### config.mk
export PLATFORM = sky130hd
export DESIGN_NAME = output_quant_pack
export DESIGN_NICKNAME = d
export VERILOG_FILES = /design/src/rtl/output_quant_pack.sv
export SDC_FILE = /design/constraint.sdc
export NUM_CORES = 2
export LEC_CHECK = 0
export CAP_MARGIN = 20
export CORE_MARGIN = 5
export CORE_UTILIZATION = 35
export CTS_BUF_LIST = sky130_fd_sc_hd__clkbuf_16
export CTS_CLUSTER_DIAMETER = 200
export CTS_CLUSTER_SIZE = 20
export DETAILED_ROUTE_END_ITERATION = 16
export GPL_ROUTABILITY_DRIVEN = 0
export SYNTH_ARGS = -nofsm -noshare
export SYNTH_HDL_FRONTEND = slang
export SYNTH_SLANG_ARGS = --single-unit
### constraint.sdc
create_clock -name clk -period 12.64 [get_ports clk]
set_clock_uncertainty 0.1 [all_clocks]
set_input_delay 1.264 -clock clk [delete_from_list [all_inputs] [get_ports clk]]
set_output_delay 1.264 -clock clk [all_outputs]
set_load 0.01 [all_outputs]
### src/rtl/output_quant_pack.sv
// Requantizes 32-bit activations to int8 (scale, rounding shift, zero point, saturate),
// packs four bytes per word and queues packed words for the unified-buffer write path.
module output_quant_pack #(
  parameter int FIFO_DEPTH = 4,
  parameter int SHIFT_W    = 5
) (
  input  logic               clk,
  input  logic               rst_n,
  input  logic               valid_in,
  input  logic [31:0]        data_in,
  input  logic [15:0]        scale,
  input  logic [SHIFT_W-1:0] shift,
  input  logic [7:0]         zero_point,
  input  logic               flush,
  output logic               out_valid,
  output logic [31:0]        out_data,
  output logic [2:0]         out_bytes,
  input  logic               out_ready,
  output logic               overflow,
  output logic               busy
);

  localparam int AW = (FIFO_DEPTH > 1) ? $clog2(FIFO_DEPTH) : 1;
  localparam logic [AW:0] FULL_CNT = FIFO_DEPTH[AW:0];

  // Stage 1: multiply, capture config alongside the product
  logic                     s1_valid;
  logic signed [48:0]       s1_prod;
  logic [SHIFT_W-1:0]       s1_shift;
  logic [7:0]               s1_zp;
  logic signed [48:0]       mul_a;
  logic signed [48:0]       mul_b;

  assign mul_a = {{17{data_in[31]}}, data_in};
  assign mul_b = {33'b0, scale};

  always_ff @(posedge clk or negedge rst_n) begin
    if (!rst_n) begin
      s1_valid <= 1'b0;
      s1_prod  <= '0;
      s1_shift <= '0;
      s1_zp    <= '0;
    end else begin
      s1_valid <= valid_in;
      if (valid_in) begin
        s1_prod  <= mul_a * mul_b;
        s1_shift <= shift;
        s1_zp    <= zero_point;
      end
    end
  end

  // Stage 2: round half toward +inf, add zero point, saturate to int8
  logic signed [49:0] prod_x;
  logic        [49:0] rnd;
  logic signed [49:0] rounded;
  logic signed [49:0] with_zp;
  logic        [7:0]  q_next;

  always_comb begin
    prod_x  = {s1_prod[48], s1_prod};
    rnd     = (50'd1 << s1_shift) >> 1;
    rounded = (prod_x + $signed(rnd)) >>> s1_shift;
    with_zp = rounded + {{42{s1_zp[7]}}, s1_zp};
    if (with_zp > 50'sd127)
      q_next = 8'h7f;
    else if (with_zp < -50'sd128)
      q_next = 8'h80;
    else
      q_next = with_zp[7:0];
  end

  logic       s2_valid;
  logic [7:0] s2_q;

  always_ff @(posedge clk or negedge rst_n) begin
    if (!rst_n) begin
      s2_valid <= 1'b0;
      s2_q     <= '0;
    end else begin
      s2_valid <= s1_valid;
      if (s1_valid) s2_q <= q_next;
    end
  end

  // Packer: the lane write and the full-word push share one cycle
  logic [1:0]  cnt;
  logic [31:0] acc;
  logic [31:0] pack_word;
  logic        flush_pending;
  logic        flush_fire;
  logic        pack_push;
  logic        flush_push;
  logic        push;
  logic [31:0] push_data;
  logic [2:0]  push_bytes;

  always_comb begin
    pack_word = acc;
    pack_word[{cnt, 3'b000} +: 8] = s2_q;
  end

  assign pack_push  = s2_valid && (cnt == 2'd3);
  assign flush_fire = flush_pending && !s1_valid && !s2_valid && !valid_in;
  assign flush_push = flush_fire && (cnt != 2'd0);
  assign push       = pack_push || flush_push;
  assign push_data  = pack_push ? pack_word : acc;
  assign push_bytes = pack_push ? 3'd4 : {1'b0, cnt};

  always_ff @(posedge clk or negedge rst_n) begin
    if (!rst_n) begin
      cnt           <= '0;
      acc           <= '0;
      flush_pending <= 1'b0;
    end else begin
      flush_pending <= flush || (flush_pending && !flush_fire);
      if (pack_push || flush_fire) begin
        cnt <= '0;
        acc <= '0;
      end else if (s2_valid) begin
        cnt <= cnt + 2'd1;
        acc <= pack_word;
      end
    end
  end

  // Show-ahead FIFO. Handshake: a word transfers on a cycle with out_valid && out_ready;
  // while out_valid && !out_ready the head (out_data, out_bytes) is held stable.
  logic [34:0]   mem [FIFO_DEPTH];
  logic [AW-1:0] wr_ptr;
  logic [AW-1:0] rd_ptr;
  logic [AW:0]   count;
  logic          full;
  logic          pop;
  logic          do_write;

  assign full     = (count == FULL_CNT);
  assign pop      = out_valid && out_ready;
  assign do_write = push && (!full || pop);

  always_ff @(posedge clk) begin
    if (do_write) mem[wr_ptr] <= {push_bytes, push_data};
  end

  always_ff @(posedge clk or negedge rst_n) begin
    if (!rst_n) begin
      wr_ptr   <= '0;
      rd_ptr   <= '0;
      count    <= '0;
      overflow <= 1'b0;
    end else begin
      if (do_write) wr_ptr <= wr_ptr + 1'b1;
      if (pop)      rd_ptr <= rd_ptr + 1'b1;
      if (do_write && !pop)      count <= count + 1'b1;
      else if (!do_write && pop) count <= count - 1'b1;
      if (push && full && !pop) overflow <= 1'b1;
    end
  end

  logic [34:0] head;
  assign head      = mem[rd_ptr];
  assign out_valid = (count != '0);
  assign out_data  = out_valid ? head[31:0]  : 32'd0;
  assign out_bytes = out_valid ? head[34:32] : 3'd0;
  assign busy      = s1_valid || s2_valid || (cnt != 2'd0) || flush_pending || out_valid;

endmodule

==> results.txt <==
H-tree depth - 1
Largest net degree at the start of global routing - 70
Post-CTS setup buffers - 0
Hold Buf Count CTS - 0
Synthesized area per cell - 9.170 sq um
Setup ws final - 2.273 ns
Most common cell after layout, fill and taps aside - inv_1
Placed cells - 5,350
Core area - 105,100 sq um
DIE HEIGHT - 335.2 um
Max-Cap Viols - 0
Clock transition at path regs - 0.09 ns
Die X - 335.2 um
TritonCTS clock tree - yes
Worst EP required - 12.95 ns
Syn Nets - 4,802
Worst reg2reg path startpoint - s1_shift[3]
Vias after detailed routing - 28,720
Slew @ Worst Pin - 0.9842 ns
FF-to-FF path depth - 30
Post-route ant nets - 0
Asr flop ratio synth - 45.10%
Slowest Stage Delay on Critical Path - 0.84 ns
Crit path capture - s2_q[2]
Clock Latency Late Sink - 0.52 ns
Nets@finish - 4,744
CP Max Fanout - 37
Period utilization - 82.02%
Antenna violations before repair - 2
Worst setup path class - reg2reg
Critical path capture point type - flip-flop
Max-slew headroom - 33.83%
Crit path launch - s1_shift[3]
WHS - 0.3927 ns
Routed wire per std cell - 18.51 um
Die area - 112,400 sq um
CTS Buf Count - 16
Final cell count without fillers - 5,380
Unique masters post-synth - 91
Starting Density - 35.22%
Syn Inst Count - 4,037
Synth Cell Area - 37,020 sq um
Io pins - 104
Initial DRC Count - 1,965
Final hold violations - 0
Final wirelength - 99,580 um
Post-CTS sizing - 0
Ys flop type - edfxtp_1
Slew Viols, Final - 0
GRT Total Usage - 17.74%
Crit path max-delay cell type - o31ai_1
Setup TNS - 0 ns
DRC - 0
Antenna Cells - 0
Worst hold start - acc[29]
Vias in the first global route - 29,970
Fraction of layout instances using a drive strength above 1 - 5.891%
Min Tclk post-route - 10.37 ns
Max Freq - 96.46 MHz
Tightest Hold Check Type - reg2reg
Clk sinks - 255
Reg2reg end - s2_q[2]
Clock tree buffer depth - 3
Synth warn - 0
Vias per inst - 5.337
Finish-stage setup viols - 0
CP Launch Type - flip-flop
Yosys reg bits - 255
Crit path DAT - 10.68 ns
RSZ-0062 raised after global routing - no
Layout area overhead - 7.382%
Drt first pass iters - 6
Outcome - completed
I/O Buffers - 103
Number of flops mapped to enable cells by yosys - 140
Sequential area share after synthesis - 19.13%
Post-DP HPWL - 76,710 um
Global-route wire length before repair - 164,000 um
Filler instances - 10,760
FP Rows - 119
Post-place setup slack - 2.653 ns
Leading cell types in the layout, fill and taps excluded - inv_1 (578), nand2_1 (559), fa_1 (492)
Total gr overflow - 0
Clock root cell - clkbuf_16
Reg2Reg Setup Slack - 2.27 ns
critical path: cells and delay by family (launching register included):
family,cells,cell delay (ns)
buffers and inverters,3,1.07
XOR/XNOR,2,0.65
flip-flops,1,0.37
multiplexers,2,0.91
adder cells (fa/ha/maj),2,0.55
AND/OR/NAND/NOR,5,1.32
AO/OA/AOI/OAI,16,5.28
per-layer routing:
| metal | track usage [%] | up-vias | wire [um] |
|---|---|---|---|
| li1 | - | 13240 | - |
| met1 | 23.55 | 14440 | 43190 |
| met2 | 31.55 | 862 | 49130 |
| met3 | 1.772 | 164 | 4920 |
| met4 | 3.732 | 4 | 2312 |
| met5 | 0 | - | 26 |
registers in the layout (all words and copies together) (netlist names):
signal and cells:
s1_prod 49, count 3, s2_valid 1, s1_valid 1, acc 32, wr_ptr 2
s2_q 8, rd_ptr 2, s1_zp 8, mem 140, cnt 2, flush_pending 1
s1_shift 5, overflow 1
layout make-up:
type                       instances  area [sq um]  area share, %
clock buffer                      17         425.4          1.070
clock inverter                    11         45.04         0.1133
inverter                         571          2143          5.392
multi-input combinational       2989         26930          67.74
sequential                       255          7084          17.82
tap                             1391          1740          4.378
timing repair buffer             146          1384          3.481
how the worst min path moves through the flow:
stage | cells past startpoint | slack (ns) | to
after floorplan | 0 | 0.25 | s2_valid
after global placement | 1 | 0.37 | acc[29]
after detailed placement | 1 | 0.37 | acc[24]
after CTS | 1 | 0.40 | acc[24]
after global routing | 1 | 0.41 | acc[28]
final | 1 | 0.39 | acc[29]
Yosys cell counts, types with 9 or more instances:
library cell	count	share of area (%)
inv_1	569	5.8
nand2_1	559	5.7
nand4_1	38	0.64
edfxtp_1	140	11
xnor2_1	90	2.1
a22o_1	10	0.24
o221ai_1	11	0.26
o21bai_1	24	0.49
nand2b_1	14	0.24
and2_1	264	4.5
nor3b_1	9	0.18
nor4_1	16	0.27
nor2_1	160	1.6
xor2_1	39	0.92
a21oi_1	183	2.5
nand3_1	65	0.88
o22ai_1	10	0.17
nor3_1	38	0.51
a31oi_1	22	0.37
a21boi_0	9	0.18
mux2i_1	69	1.9
or3_1	18	0.30
buf_2	19	0.26
o21a_1	22	0.45
and3_1	32	0.54
a21o_1	72	1.5
buf_1	20	0.20
nor2b_1	20	0.34
a211oi_1	24	0.49
o211ai_1	23	0.47
o21ai_0	149	2.0
mux4_2	48	2.9
o2111ai_1	11	0.26
mux2_2	78	2.4
a211o_1	12	0.28
clkbuf_1	182	1.8
ha_1	207	7.0
o31ai_1	17	0.34
dfrtp_1	115	7.8
fa_1	492	27
cells by family (layout without fill, tap and decap cells):
kind of cell	Yosys count	in the layout	share of synthesized area, %
adders and majority gates	699	699	33.60
AOI/OAI and AO/OA	704	704	12.66
and+or+nand+nor	1262	1262	16.27
xor gates and xnor gates	129	129	3.052
DFF	255	255	19.13
buffers and inverters	793	745	8.125
muxes	195	195	7.159
per-stage QoR:
| step | instance area [sq um] | utilization [%] |
|---|---|---|
| floorplan | 37020 | - |
| CTS | 39700 | 37.76 |
| global placement | 39230 | 37.32 |
| global route | 39750 | 37.82 |
| detailed placement | 39230 | 37.32 |
| finish | 39750 | 37.82 |
Power is left out: the tool's default activity adds up to more than one toggle a clock period on the data nets, which glitch-free logic cannot reach.
